--- src/rtl/moxie_wb_arbiter_pkg.sv ---
// Shared definitions for the moxie Wishbone two-master arbiter: grant-state
// encodings, master identifiers, default timeout and the idle-state arbitration rule.
// Optional build macro honoured by the arbiter: MOXIE_WB_TIMEOUT_EN.
package moxie_wb_arbiter_pkg;

  typedef enum logic [1:0] {
    WBA_IDLE  = 2'd0,
    WBA_GNT_I = 2'd1,
    WBA_GNT_D = 2'd2
  } wba_state_e;

  typedef enum logic {
    MST_I = 1'b0,
    MST_D = 1'b1
  } wba_mst_e;

  localparam int unsigned WBA_TIMEOUT_DEF = 255;

  // Grant decision taken in IDLE; a tie goes to the master that was not served last.
  function automatic wba_state_e wba_pick(input logic req_i, input logic req_d,
                                          input wba_mst_e last);
    wba_state_e nxt;
    nxt = WBA_IDLE;
    if (req_i && req_d) nxt = (last == MST_I) ? WBA_GNT_D : WBA_GNT_I;
    else if (req_d)     nxt = WBA_GNT_D;
    else if (req_i)     nxt = WBA_GNT_I;
    return nxt;
  endfunction

endpackage

--- src/rtl/moxie_wb_timeout.sv ---
// Grant watchdog: counts granted cycles without a slave ack and flags expiry.
// Ports:
//   clk, rst   clock, asynchronous active-high reset
//   busy       a grant is active this cycle (count clears while low)
//   ack        slave ack this cycle (an ack on the limit cycle suppresses expiry)
//   expire_c   combinational, high for the cycle in which count reaches TIMEOUT
// TIMEOUT must be at least 1.
module moxie_wb_timeout #(
  parameter int unsigned TIMEOUT = 255
) (
  input  logic clk,
  input  logic rst,
  input  logic busy,
  input  logic ack,
  output logic expire_c
);

  localparam int unsigned CW = $clog2(TIMEOUT + 1);
  localparam logic [CW-1:0] LIMIT = CW'(TIMEOUT);

  logic [CW-1:0] count;

  // Saturating wait counter, restarted whenever no grant is active.
  always_ff @(posedge clk or posedge rst) begin
    if (rst) begin
      count <= '0;
    end else if (!busy) begin
      count <= '0;
    end else if (!ack && (count != LIMIT)) begin
      count <= count + CW'(1);
    end
  end

  assign expire_c = busy & ~ack & (count == LIMIT);

endmodule

--- src/rtl/moxie_wb_arbiter.sv ---
// Two-master / one-slave Wishbone classic arbiter merging the core's instruction (mi_*)
// and data (md_*) ports onto one shared bus. Round-robin grant, one single-beat transfer
// per grant, slave-side fields muxed combinationally from the registered grant state.
// Ports:
//   clk_i, rst_i                       clock, asynchronous active-high reset
//   mi_* / md_* inputs                 master address, write data, select, we, cyc, stb
//   mi_dat_o/ack_o/err_o, md_*_o       per-master read data (valid with ack), ack, error
//   s_adr_o/dat_o/sel_o/we_o/cyc_o/stb_o  shared slave bus, driven by the granted master
//   s_dat_i, s_ack_i                   slave read data and ack
// Build macro MOXIE_WB_TIMEOUT_EN: adds the TIMEOUT parameter and a watchdog that errors
// out a grant the slave never acks. Without it the err outputs are tied low.
module moxie_wb_arbiter
  import moxie_wb_arbiter_pkg::*;
#(
  parameter int unsigned AW = 32,
  parameter int unsigned DW = 32,
  parameter int unsigned SW = DW / 8
`ifdef MOXIE_WB_TIMEOUT_EN
  ,
  parameter int unsigned TIMEOUT = WBA_TIMEOUT_DEF
`endif
) (
  input  logic          clk_i,
  input  logic          rst_i,
  input  logic [AW-1:0] mi_adr_i,
  input  logic [DW-1:0] mi_dat_i,
  input  logic [SW-1:0] mi_sel_i,
  input  logic          mi_we_i,
  input  logic          mi_cyc_i,
  input  logic          mi_stb_i,
  output logic [DW-1:0] mi_dat_o,
  output logic          mi_ack_o,
  output logic          mi_err_o,
  input  logic [AW-1:0] md_adr_i,
  input  logic [DW-1:0] md_dat_i,
  input  logic [SW-1:0] md_sel_i,
  input  logic          md_we_i,
  input  logic          md_cyc_i,
  input  logic          md_stb_i,
  output logic [DW-1:0] md_dat_o,
  output logic          md_ack_o,
  output logic          md_err_o,
  output logic [AW-1:0] s_adr_o,
  output logic [DW-1:0] s_dat_o,
  output logic [SW-1:0] s_sel_o,
  output logic          s_we_o,
  output logic          s_cyc_o,
  output logic          s_stb_o,
  input  logic [DW-1:0] s_dat_i,
  input  logic          s_ack_i
);

  wba_state_e state;
  wba_mst_e   last;
  logic       req_i, req_d;
  logic       expire_c;

  assign req_i = mi_cyc_i & mi_stb_i;
  assign req_d = md_cyc_i & md_stb_i;

`ifdef MOXIE_WB_TIMEOUT_EN
  moxie_wb_timeout #(
    .TIMEOUT (TIMEOUT)
  ) u_timeout (
    .clk      (clk_i),
    .rst      (rst_i),
    .busy     (state != WBA_IDLE),
    .ack      (s_ack_i),
    .expire_c (expire_c)
  );
`else
  assign expire_c = 1'b0;
`endif

  // Grant FSM: a grant ends on ack, abort (granted cyc dropped) or watchdog expiry.
  always_ff @(posedge clk_i or posedge rst_i) begin
    if (rst_i) begin
      state <= WBA_IDLE;
      last  <= MST_I;
    end else begin
      case (state)
        WBA_IDLE: state <= wba_pick(req_i, req_d, last);
        WBA_GNT_I: begin
          if (s_ack_i || !mi_cyc_i || expire_c) begin
            state <= WBA_IDLE;
            last  <= MST_I;
          end
        end
        WBA_GNT_D: begin
          if (s_ack_i || !md_cyc_i || expire_c) begin
            state <= WBA_IDLE;
            last  <= MST_D;
          end
        end
        default: state <= WBA_IDLE;
      endcase
    end
  end

  // Slave-side mux and master responses, decoded from the registered grant.
  always_comb begin
    s_adr_o  = '0;
    s_dat_o  = '0;
    s_sel_o  = '0;
    s_we_o   = 1'b0;
    s_cyc_o  = 1'b0;
    s_stb_o  = 1'b0;
    mi_ack_o = 1'b0;
    mi_err_o = 1'b0;
    md_ack_o = 1'b0;
    md_err_o = 1'b0;
    case (state)
      WBA_GNT_I: begin
        s_adr_o  = mi_adr_i;
        s_dat_o  = mi_dat_i;
        s_sel_o  = mi_sel_i;
        s_we_o   = mi_we_i;
        s_cyc_o  = mi_cyc_i & ~expire_c;
        s_stb_o  = mi_stb_i & ~expire_c;
        mi_ack_o = s_ack_i & mi_cyc_i;
        mi_err_o = expire_c;
      end
      WBA_GNT_D: begin
        s_adr_o  = md_adr_i;
        s_dat_o  = md_dat_i;
        s_sel_o  = md_sel_i;
        s_we_o   = md_we_i;
        s_cyc_o  = md_cyc_i & ~expire_c;
        s_stb_o  = md_stb_i & ~expire_c;
        md_ack_o = s_ack_i & md_cyc_i;
        md_err_o = expire_c;
      end
      default: ;
    endcase
    // Read data only presented alongside that master's ack.
    mi_dat_o = mi_ack_o ? s_dat_i : '0;
    md_dat_o = md_ack_o ? s_dat_i : '0;
  end

endmodule
--- config.mk ---
export PLATFORM = sky130hd
export DESIGN_NAME = moxie_wb_arbiter
export DESIGN_NICKNAME = d
export VERILOG_FILES = /design/src/rtl/moxie_wb_arbiter_pkg.sv /design/src/rtl/moxie_wb_timeout.sv /design/src/rtl/moxie_wb_arbiter.sv
export SDC_FILE = /design/constraint.sdc
export NUM_CORES = 1
export LEC_CHECK = 0
export ABC_AREA = 1
export BUFFER_PORTS_ARGS = -buffer_cell sky130_fd_sc_hd__buf_2
export CORE_AREA = 8 8 117 119
export CTS_CLUSTER_DIAMETER = 50
export DETAILED_ROUTE_END_ITERATION = 7
export DIE_AREA = 0 0 125 127
export PLACE_DENSITY = 0.55
export SYNTH_ARGS = -nofsm -noshare
export SYNTH_HDL_FRONTEND = slang
export SYNTH_SLANG_ARGS = --single-unit
--- constraint.sdc ---
create_clock -name clk_i -period 1.84 [get_ports clk_i]
set_input_delay 0.184 -clock clk_i [delete_from_list [all_inputs] [get_ports clk_i]]
set_output_delay 0.184 -clock clk_i [all_outputs]
set_load 0.05 [all_outputs]
==> results.sh, run 1 <==
export IMPL_status="completed"
export IMPL_fin_nets=868
export IMPL_drt_wl_total_um=13350
export IMPL_syn_to_final_growth_pct=208.0
export IMPL_place_ws_ns=0.08495
export IMPL_vias=3533
export IMPL_drt_iter0_drc=127
export IMPL_dieArea_sq_um=15880
export IMPL_pin_count=316
export IMPL_numCtsBuffers=3
export IMPL_ys_seq_area_share_pct=4.386
export IMPL_rows=40
export IMPL_finalCritPeriodShare_pct=98.70
export IMPL_timing_critical_path_slowest_cell_delay_ns=0.38
export IMPL_gp_congestion=0.7940
export IMPL_antenna_left=0
export IMPL_setup_viol=0
export IMPL_slowest_stage="dfrtp_1"
export IMPL_path_class="flip-flop to output port"
export IMPL_start_util_pct=14.49
export IMPL_grt_ovfl_total=0
export IMPL_dr_pass1_iters=4
export IMPL_final_common_cell="buf_2"
export IMPL_synth_cells=379
export IMPL_crit_path_start_kind="flip-flop"
export IMPL_grt_pass1_wl_um=19800
export IMPL_cp_data_required_time_ns=1.66
export IMPL_clkTransAtPathRegs_ns=0.03
export IMPL_end_kind="output port"
export IMPL_dieHeight_um=127
export IMPL_synth_top_family_by_area="simple AND/OR/NAND/NOR gates"
export IMPL_synth_compound_area_share_pct=21.05
export IMPL_final_cell_mix="184 x buf_2, 152 x nand2_1, 79 x buf_6"
export IMPL_ir_worst_vdd_uv=243.6
export IMPL_skew_ns=0.0002143
export IMPL_grt_usage_pct=15.28
export IMPL_tritoncts="yes"
export IMPL_crit_arrival_ns=1.63
export IMPL_clk_latency_ns=0.22
export IMPL_grt_start_max_net_pins=38
export IMPL_synthSimpleGateAreaFrac_pct=51.68
export IMPL_worst_hold_slack_ns=0.3160
export IMPL_drive_above_1_share_pct=70.55
export IMPL_ctsLongestPathBuffers=2
export IMPL_synthAdderAreaFrac_pct=2.924
export IMPL_antenna_found_initial=2
export IMPL_rsz0062_at_grt="true"
export IMPL_diodes=0
export IMPL_power_leakage_uw=0.002400
export IMPL_cts_max_level=1
export IMPL_powerDensity_nw_per_um2=390.7
export IMPL_wl_per_cell_um=16.02
export IMPL_ys_types=19
export IMPL_max_cap_violations=0
export IMPL_cts_sinks=3
export IMPL_avgSynthCellArea_sq_um=4.516
export IMPL_fin_ws_ns=0.02390
export IMPL_coreArea_sq_um=11810
export IMPL_io_buffers=313
export IMPL_die_w_um=125
export IMPL_ys_warn_count=0
export IMPL_grt_pass1_vias=3638
export IMPL_finalHoldViolCount=0
export IMPL_drv_slew=0
export IMPL_hold_class="input port to flip-flop"
export IMPL_synth_area_sq_um=1712
export IMPL_fmax_ghz=0.5506
export IMPL_cts_root_buf="clkbuf_16"
export IMPL_drc_errors=0
export IMPL_power_uw=2060
export IMPL_synth_mux_area_share_pct=0
export IMPL_hpwlAfterDp_um=10190
export IMPL_crit_chain="inv_2 -> ha_4 -> nand2_4 -> nor2_4 -> inv_8 -> clkbuf_16 -> nor2_4 -> buf_6"
export IMPL_crit_top_cell="nor2_4"
export IMPL_vias_per_cell=4.241
export IMPL_ys_seq_elements=3
export IMPL_synthXorXnorAreaFrac_pct=0
export IMPL_post_route_min_period_ns=1.816
export IMPL_cp_max_fo=9
-- stage by stage --
| step | area, sq um | utilization (%) | TNS [ns] | instances |
|---|---|---|---|---|
| after detailed placement | 4238 | 35.88 | 0 | 822 |
| after global placement | 4238 | 35.88 | 0 | 822 |
| after CTS | 5006 | 42.38 | -0.1597 | 829 |
| after global routing | 5273 | 44.64 | -0.7295 | 833 |
| after floorplan | 2445 | - | -0.7958 | 380 |
| final | 5273 | 44.64 | 0 | 833 |
-- kinds of logic after synthesis --
family,count (synthesis)
fa+ha+maj,4
flops,3
buf+inv,70
compound gates,72
simple gates,229
other cells,1
-- flip-flops by register name, indices dropped and copies added, names as in the netlist --
signal and flops:
state 2, last 1
-- timing repair --
action / in CTS / in global routing
cloned: 2 / 3
pin swaps: 4 / 2
gates resized for setup: 206 / 48
endpoints found under the hold margin: 3 / 0
hold buffers: 1 / 0
buffers inserted: 0 / 1
setup endpoints to repair: 103 / 130
-- final timing paths --
check                      startpoint      endpoint  slack (ns)  cells past startpoint
max                          state[1]  mi_dat_o[20]        0.02                      8
min                          mi_stb_i      state[0]        0.32                      5
max reg2reg                  state[0]          last        0.43                      5
min reg2reg                      last          last        0.50                      2
max in group asynchronous       rst_i      state[0]        1.31                      3
min in group asynchronous       rst_i          last        0.39                      3
-- where the power goes --
group          leakage (uW)  switching (uW)  internal, uW
clock             0.0000382            55.3           286
sequential        0.0000386            9.40          76.9
combinational       0.00232            1050           578
-- Yosys cell counts (all sizes together) --
master / instances / area (sq um)
nand3: 5 / 25.02
conb: 1 / 3.750
dfrtp: 3 / 75.07
o21ai: 1 / 5.000
ha: 4 / 50.05
a21oi: 71 / 355.3
nand2: 154 / 580.6
inv: 39 / 146.4
buf: 24 / 165.1
or2: 1 / 6.260
nor2: 68 / 265.3
clkbuf: 7 / 26.28
nand3b: 1 / 7.510
-- metal layers --
| metal | wire length, um | global-route usage [%] |
|---|---|---|
| met3 | 1356 | 6.115 |
| met1 | 4582 | 14.98 |
| met5 | 23 | 0 |
| met4 | 102 | 2.221 |
| met2 | 7283 | 30.04 |
-- critical path: cells and delay by family, from the launching register on --
family,cells,cell delay [ns]
buf+inv,4,0.52
flops,1,0.38
simple gates,3,0.30
fa+ha+maj,1,0.19
-- cell type report --
type	count	area, sq um
Fill cell	1171	6539
Timing Repair Buffer	333	2659
Multi-Input combinational cell	307	2113
Tap cell	147	183.9
Inverter	39	161.4
Clock buffer	4	78.83
Sequential cell	3	76.32
(Power assumes the default switching activity.)
==> run 2: changes to the inputs <==
--- a/config.mk
+++ b/config.mk
@@ -12,6 +12,7 @@
 export DETAILED_ROUTE_END_ITERATION = 7
 export DIE_AREA = 0 0 125 127
 export PLACE_DENSITY = 0.55
+export REMOVE_ABC_BUFFERS = 1
 export SYNTH_ARGS = -nofsm -noshare
 export SYNTH_HDL_FRONTEND = slang
 export SYNTH_SLANG_ARGS = --single-unit
==> run 2 against run 1 <==
Effect of this change:
- the flow now finishes with violations (setup timing)
- die area did not move
- critical path depth is the same
- final area down 8.7%
- largest cell class unchanged
- critical endpoint is now md_dat_o[26]
- first-iteration DRC count is 31% lower
- via count rose by 3.1%
- routed wire length rose by 7.6%
- global-route usage shrank 0.33 points
- worst setup slack got worse by 0.035 ns
- flip-flop and latch count unchanged
==> results.sh, run 2 (synthesis gave the netlist of run 1 again) <==
export IMPL_cp_data_required_time_ns=1.66
export IMPL_crit_arrival_ns=1.67
export IMPL_final_area_sq_um=4815
export IMPL_grt_busiest_layer="met2"
export IMPL_die_w_um=125
export IMPL_wl_per_cell_um=17.13
export IMPL_largest_register_ffs=2
export IMPL_cts_sinks=3
export IMPL_cp_max_fo=8
export IMPL_grt_usage_pct=14.95
export IMPL_drt_wl_total_um=14360
export IMPL_end_kind="output port"
export IMPL_crit_path_start_kind="flip-flop"
export IMPL_dieArea_sq_um=15880
export IMPL_groute_layer_met2_usage_pct=28.67
export IMPL_largest_register="state"
export IMPL_pin_count=316
export IMPL_grt_ovfl_total=0
export IMPL_final_common_cell="buf_2"
export IMPL_place_area_sq_um=3457
export IMPL_crit_top_cell="nor2_4"
export IMPL_slowest_stage="dfrtp_1"
export IMPL_numCtsBuffers=3
export IMPL_max_cap_violations=0
export IMPL_io_buffers=313
export IMPL_drc_errors=0
export IMPL_coreArea_sq_um=11810
export IMPL_dieHeight_um=127
export IMPL_rows=40
export IMPL_violations="setup timing"
export IMPL_vias=3644
export IMPL_met3_usage_pct=6.240
export IMPL_clk_latency_ns=0.22
export IMPL_tritoncts="yes"
export IMPL_final_cell_mix="178 x buf_2, 149 x nand2_1, 85 x buf_6"
export IMPL_gp_congestion=0.8399
export IMPL_path_class="flip-flop to output port"
export IMPL_n_fill_cell=1264
export IMPL_internal_power_uw=943.3
export IMPL_post_route_min_period_ns=1.851
export IMPL_start_util_pct=14.49
export IMPL_powerDensity_nw_per_um2=416.5
export IMPL_antenna_found_initial=2
export IMPL_rsz0062_at_grt="true"
export IMPL_skew_ns=0.0001347
export IMPL_clkPwrFrac_pct=16.9
export IMPL_power_frac_seq_pct=4.2
export IMPL_worst_hold_slack_ns=0.3267
export IMPL_placed_cells=821
export IMPL_finalHoldViolCount=0
export IMPL_syn_to_final_growth_pct=181.3
export IMPL_startpoint="state[0]"
export IMPL_antenna_left=0
export IMPL_power_switching_uw=1062
export IMPL_cts_max_level=1
export IMPL_grt_pass1_wl_um=19470
export IMPL_cts_root_buf="clkbuf_16"
export IMPL_min_from="mi_stb_i"
export IMPL_finalCritPeriodShare_pct=100.6
export IMPL_switching_share_pct=52.96
export IMPL_drive_above_1_share_pct=62.75
export IMPL_power_uw=2005
export IMPL_fmax_ghz=0.5403
export IMPL_fin_ws_ns=-0.01088
export IMPL_timing_critical_path_slowest_cell_delay_ns=0.40
export IMPL_power_leakage_uw=0.002380
export IMPL_drt_iter0_drc=87
export IMPL_hold_class="input port to flip-flop"
export IMPL_grt_start_max_net_pins=37
export IMPL_clkTransAtPathRegs_ns=0.03
export IMPL_setup_viol=2
export IMPL_pwr_share_comb_pct=78.9
export IMPL_hpwlAfterDp_um=10660
export IMPL_vias_per_cell=4.348
export IMPL_largestRegisters="state x2, last x1"
export IMPL_status="finished, violations left"
export IMPL_grt_pass1_vias=3545
export IMPL_rr_startpoint="state[0]"
export IMPL_ctsLongestPathBuffers=2
export IMPL_fin_nets=872
export IMPL_drv_slew=0
export IMPL_crit_chain="inv_2 -> ha_4 -> nand2_4 -> nor2_4 -> inv_4 -> clkbuf_16 -> nor2_4 -> buf_8"
export IMPL_use_met1_pct=14.78
export IMPL_ir_worst_vdd_uv=175.7
export IMPL_stdcell_count=838
export IMPL_dr_pass1_iters=6
[run 2: critical path: cells and delay by family (launching register included)]
family,cells,cell delay (ns)
fa+ha+maj,1,0.17
buf+inv,4,0.56
flops,1,0.40
simple gates,3,0.31
[run 2: power groups by stage]
stage	clock network [uW]	logic [uW]	registers, uW
after floorplan	0	733	83.6
after global placement	0	1250	84.0
after detailed placement	0	1250	84.6
after CTS	343	1390	83.8
after global routing	348	1690	85.6
final	338	1580	84.5
[run 2: what timing repair did]
item,CTS,global route
hold buffers,1,0
buffers inserted,1,5
pin swaps,0,5
hold endpoints to repair,3,0
resized for setup,147,196
cloned,2,4
endpoints found under the setup margin,133,135
[run 2: layout make-up]
type / instances / area, sq um / share of cell area [%]
clock buffers: 4 / 78.83 / 1.637
repair buffers: 337 / 2614 / 54.29
inverters: 39 / 161.4 / 3.352
multi-input cells: 307 / 1699 / 35.29
well taps: 147 / 183.9 / 3.820
flip-flops and latches: 3 / 75.07 / 1.559
diodes: 1 / 2.502 / 0.05198
[run 2: metrics by stage]
step / worst slack, ns / util, % / TNS, ns
after floorplan: -1.600 / - / -144.73
after global placement: 0.08055 / 29.27 / 0
after detailed placement: 0.04391 / 29.27 / 0
after CTS: -0.03435 / 33.80 / -0.5331
after global routing: -0.09771 / 40.76 / -2.145
final: -0.01088 / 40.76 / -0.01841
[run 2: path summary, 6_finish.rpt]
| path | cells past startpoint | slack (ns) | end |
|---|---|---|---|
| min in group asynchronous | 3 | 0.38 | last |
| worst min-delay path | 5 | 0.33 | state[0] |
| worst max-delay path | 8 | -0.01 | md_dat_o[26] |
| worst min register to register | 2 | 0.51 | last |
| max in group asynchronous | 3 | 1.34 | state[1] |
| worst max register to register | 6 | 0.38 | last |
[run 2: per-layer routing]
layer | vias up | part of all wire [%] | routed length [um]
met1 | 1634 | 36 | 5239
met2 | 218 | 51 | 7352
met3 | 21 | 10 | 1478
met4 | 2 | 1.8 | 265
li1 | 1769 | - | -
met5 | - | 0.14 | 20
==> run 3: changes to the inputs <==
==> constraint.sdc (replaced) <==
create_clock -name clk_i -period 1.84 [get_ports clk_i]
set_input_delay 0.092 -clock clk_i [delete_from_list [all_inputs] [get_ports clk_i]]
set_output_delay 0.092 -clock clk_i [all_outputs]
set_load 0.05 [all_outputs]
==> run 3 against run 2 <==
Effect of this change:
- the run now ends clean
- clock skew increased by 0.0011 ns
- routed wire length decreased by 10%
- critical path depth is 2 lower
- combinational power down 17%
- fmax is 1.2% higher
- clock power grew 1%
- register-to-register slack hardly changed
- die area unchanged
- worst setup slack better by 0.022 ns
- largest cell class unchanged
- power down 13%
==> results.sh, run 3 (synthesis gave the netlist of run 1 again) <==
export IMPL_status="completed"
export IMPL_fin_ws_ns=0.01146
export IMPL_grt_pass1_vias=3330
export IMPL_final_cell_mix="184 x buf_2, 153 x nand2_1, 88 x buf_4"
export IMPL_powerDensity_nw_per_um2=437.5
export IMPL_crit_arrival_ns=1.74
export IMPL_ctsLongestPathBuffers=2
export IMPL_finalCritPeriodShare_pct=99.38
export IMPL_tritoncts="yes"
export IMPL_cp_max_fo=38
export IMPL_skew_ns=0.001279
export IMPL_dieHeight_um=127
export IMPL_largestRegisters="state x2, last x1"
export IMPL_start_util_pct=14.49
export IMPL_grt_pass1_wl_um=18330
export IMPL_stdcell_count=822
export IMPL_antenna_found_initial=1
export IMPL_placed_cells=816
export IMPL_drv_slew=0
export IMPL_die_w_um=125
export IMPL_drc_errors=0
export IMPL_finalHoldViolCount=0
export IMPL_ff2ff_setup_slack_ns=0.37
export IMPL_grt_usage_pct=14.01
export IMPL_cp_data_required_time_ns=1.75
export IMPL_gp_congestion=0.8472
export IMPL_min_from="mi_stb_i"
export IMPL_pin_count=316
export IMPL_dr_pass1_iters=4
export IMPL_clkTransAtPathRegs_ns=0.03
export IMPL_setup_viol=0
export IMPL_cts_setup_buffers=0
export IMPL_cts_sinks=3
export IMPL_dieArea_sq_um=15880
export IMPL_grt_start_max_net_pins=43
export IMPL_rr_startpoint="state[1]"
export IMPL_rows=40
export IMPL_numCtsBuffers=3
export IMPL_fmax_ghz=0.5469
export IMPL_wl_per_cell_um=15.66
export IMPL_fin_nets=857
export IMPL_hold_end="state[0]"
export IMPL_drt_iter0_drc=107
export IMPL_final_util_pct=33.72
export IMPL_vias=3456
export IMPL_coreArea_sq_um=11810
export IMPL_drt_wl_total_um=12870
export IMPL_clk_latency_ns=0.22
export IMPL_diodes=0
export IMPL_vias_per_cell=4.204
export IMPL_grt_ovfl_total=0
export IMPL_path_class="flip-flop to output port"
export IMPL_power_uw=1742
export IMPL_crit_path_start_kind="flip-flop"
export IMPL_worst_hold_slack_ns=0.2254
export IMPL_ir_worst_vdd_uv=163.2
export IMPL_antenna_left=0
export IMPL_hpwlAfterDp_um=10530
export IMPL_largest_register="state"
export IMPL_cts_root_buf="clkbuf_16"
export IMPL_place_ws_ns=0.1442
export IMPL_post_route_min_period_ns=1.829
export IMPL_rsz0062_at_grt="true"
export IMPL_worst_hold_path_num_cells=5
export IMPL_startpoint="state[1]"
export IMPL_cts_max_level=1
export IMPL_end_kind="output port"
export IMPL_hold_class="input port to flip-flop"
export IMPL_largest_register_ffs=2
export IMPL_power_leakage_uw=0.002186
export IMPL_syn_to_final_growth_pct=132.7
export IMPL_final_common_cell="buf_2"
export IMPL_max_cap_violations=0
export IMPL_drive_above_1_share_pct=51.70
export IMPL_ff2ff_path_depth=6
export IMPL_worstReg2RegEnd="last"
export IMPL_io_buffers=313
## run 3: cell types whose count changed in the layout (fill, tap and decap cells not counted), moves of 6 or more
cell      before  now
nor2_2        21    9
nor2_4        19    2
a21oi_2       39    6
buf_2        178  184
nor2_1        28   57
buf_4         57   88
buf_6         85   17
clkbuf_4       0   25
a21oi_1       32   65
## run 3: final cells by class
type	count	area, sq um
Clock buffer	4	78.83
Fill cell	1359	7829
Inverter	39	156.4
Multi-Input combinational cell	307	1378
Sequential cell	3	75.07
Tap cell	147	183.9
Timing Repair Buffer	322	2111
## run 3: per-layer routing
layer  wire length [um]  track usage, %
met5                 13               0
met4                 58           2.292
met3               1435           6.073
met2               6601           26.46
met1               4764           14.21
## run 3: how the worst max path moves through the flow
stage,to,slack (ns),depth (start not counted)
floorplan,mi_dat_o[0],-1.51,6
global placement,s_dat_o[18],0.19,6
detailed placement,mi_dat_o[24],0.14,7
CTS,s_adr_o[2],0.0001,6
global route,s_adr_o[27],-0.05,6
finish,s_adr_o[27],0.01,6
## run 3: power by group
group	leakage, uW	internal [uW]	switching (uW)
sequential	0.0000401	76.5	10.8
combinational	0.00211	435	878
clock	0.0000382	286	57.0
## run 3: what timing repair did
action,in CTS,in global routing
endpoints found under the hold margin,3,0
hold buffers,1,0
gates cloned,0,1
resized for setup,71,136
endpoints found under the setup margin,85,135
## run 3: worst max-delay path: stages (launching register included)
cell	delay, ns
dfrtp_1	0.42
inv_1	0.11
ha_1	0.30
inv_2	0.06
buf_12	0.16
a21oi_1	0.21
buf_4	0.24
## run 3: through the flow
| stage | TNS, ns | instance area, sq um |
|---|---|---|
| after floorplan | -132.21 | 1524 |
| after global placement | 0 | 3395 |
| after detailed placement | 0 | 3395 |
| after CTS | 0 | 3662 |
| after global routing | -1.145 | 3983 |
| final | 0 | 3983 |
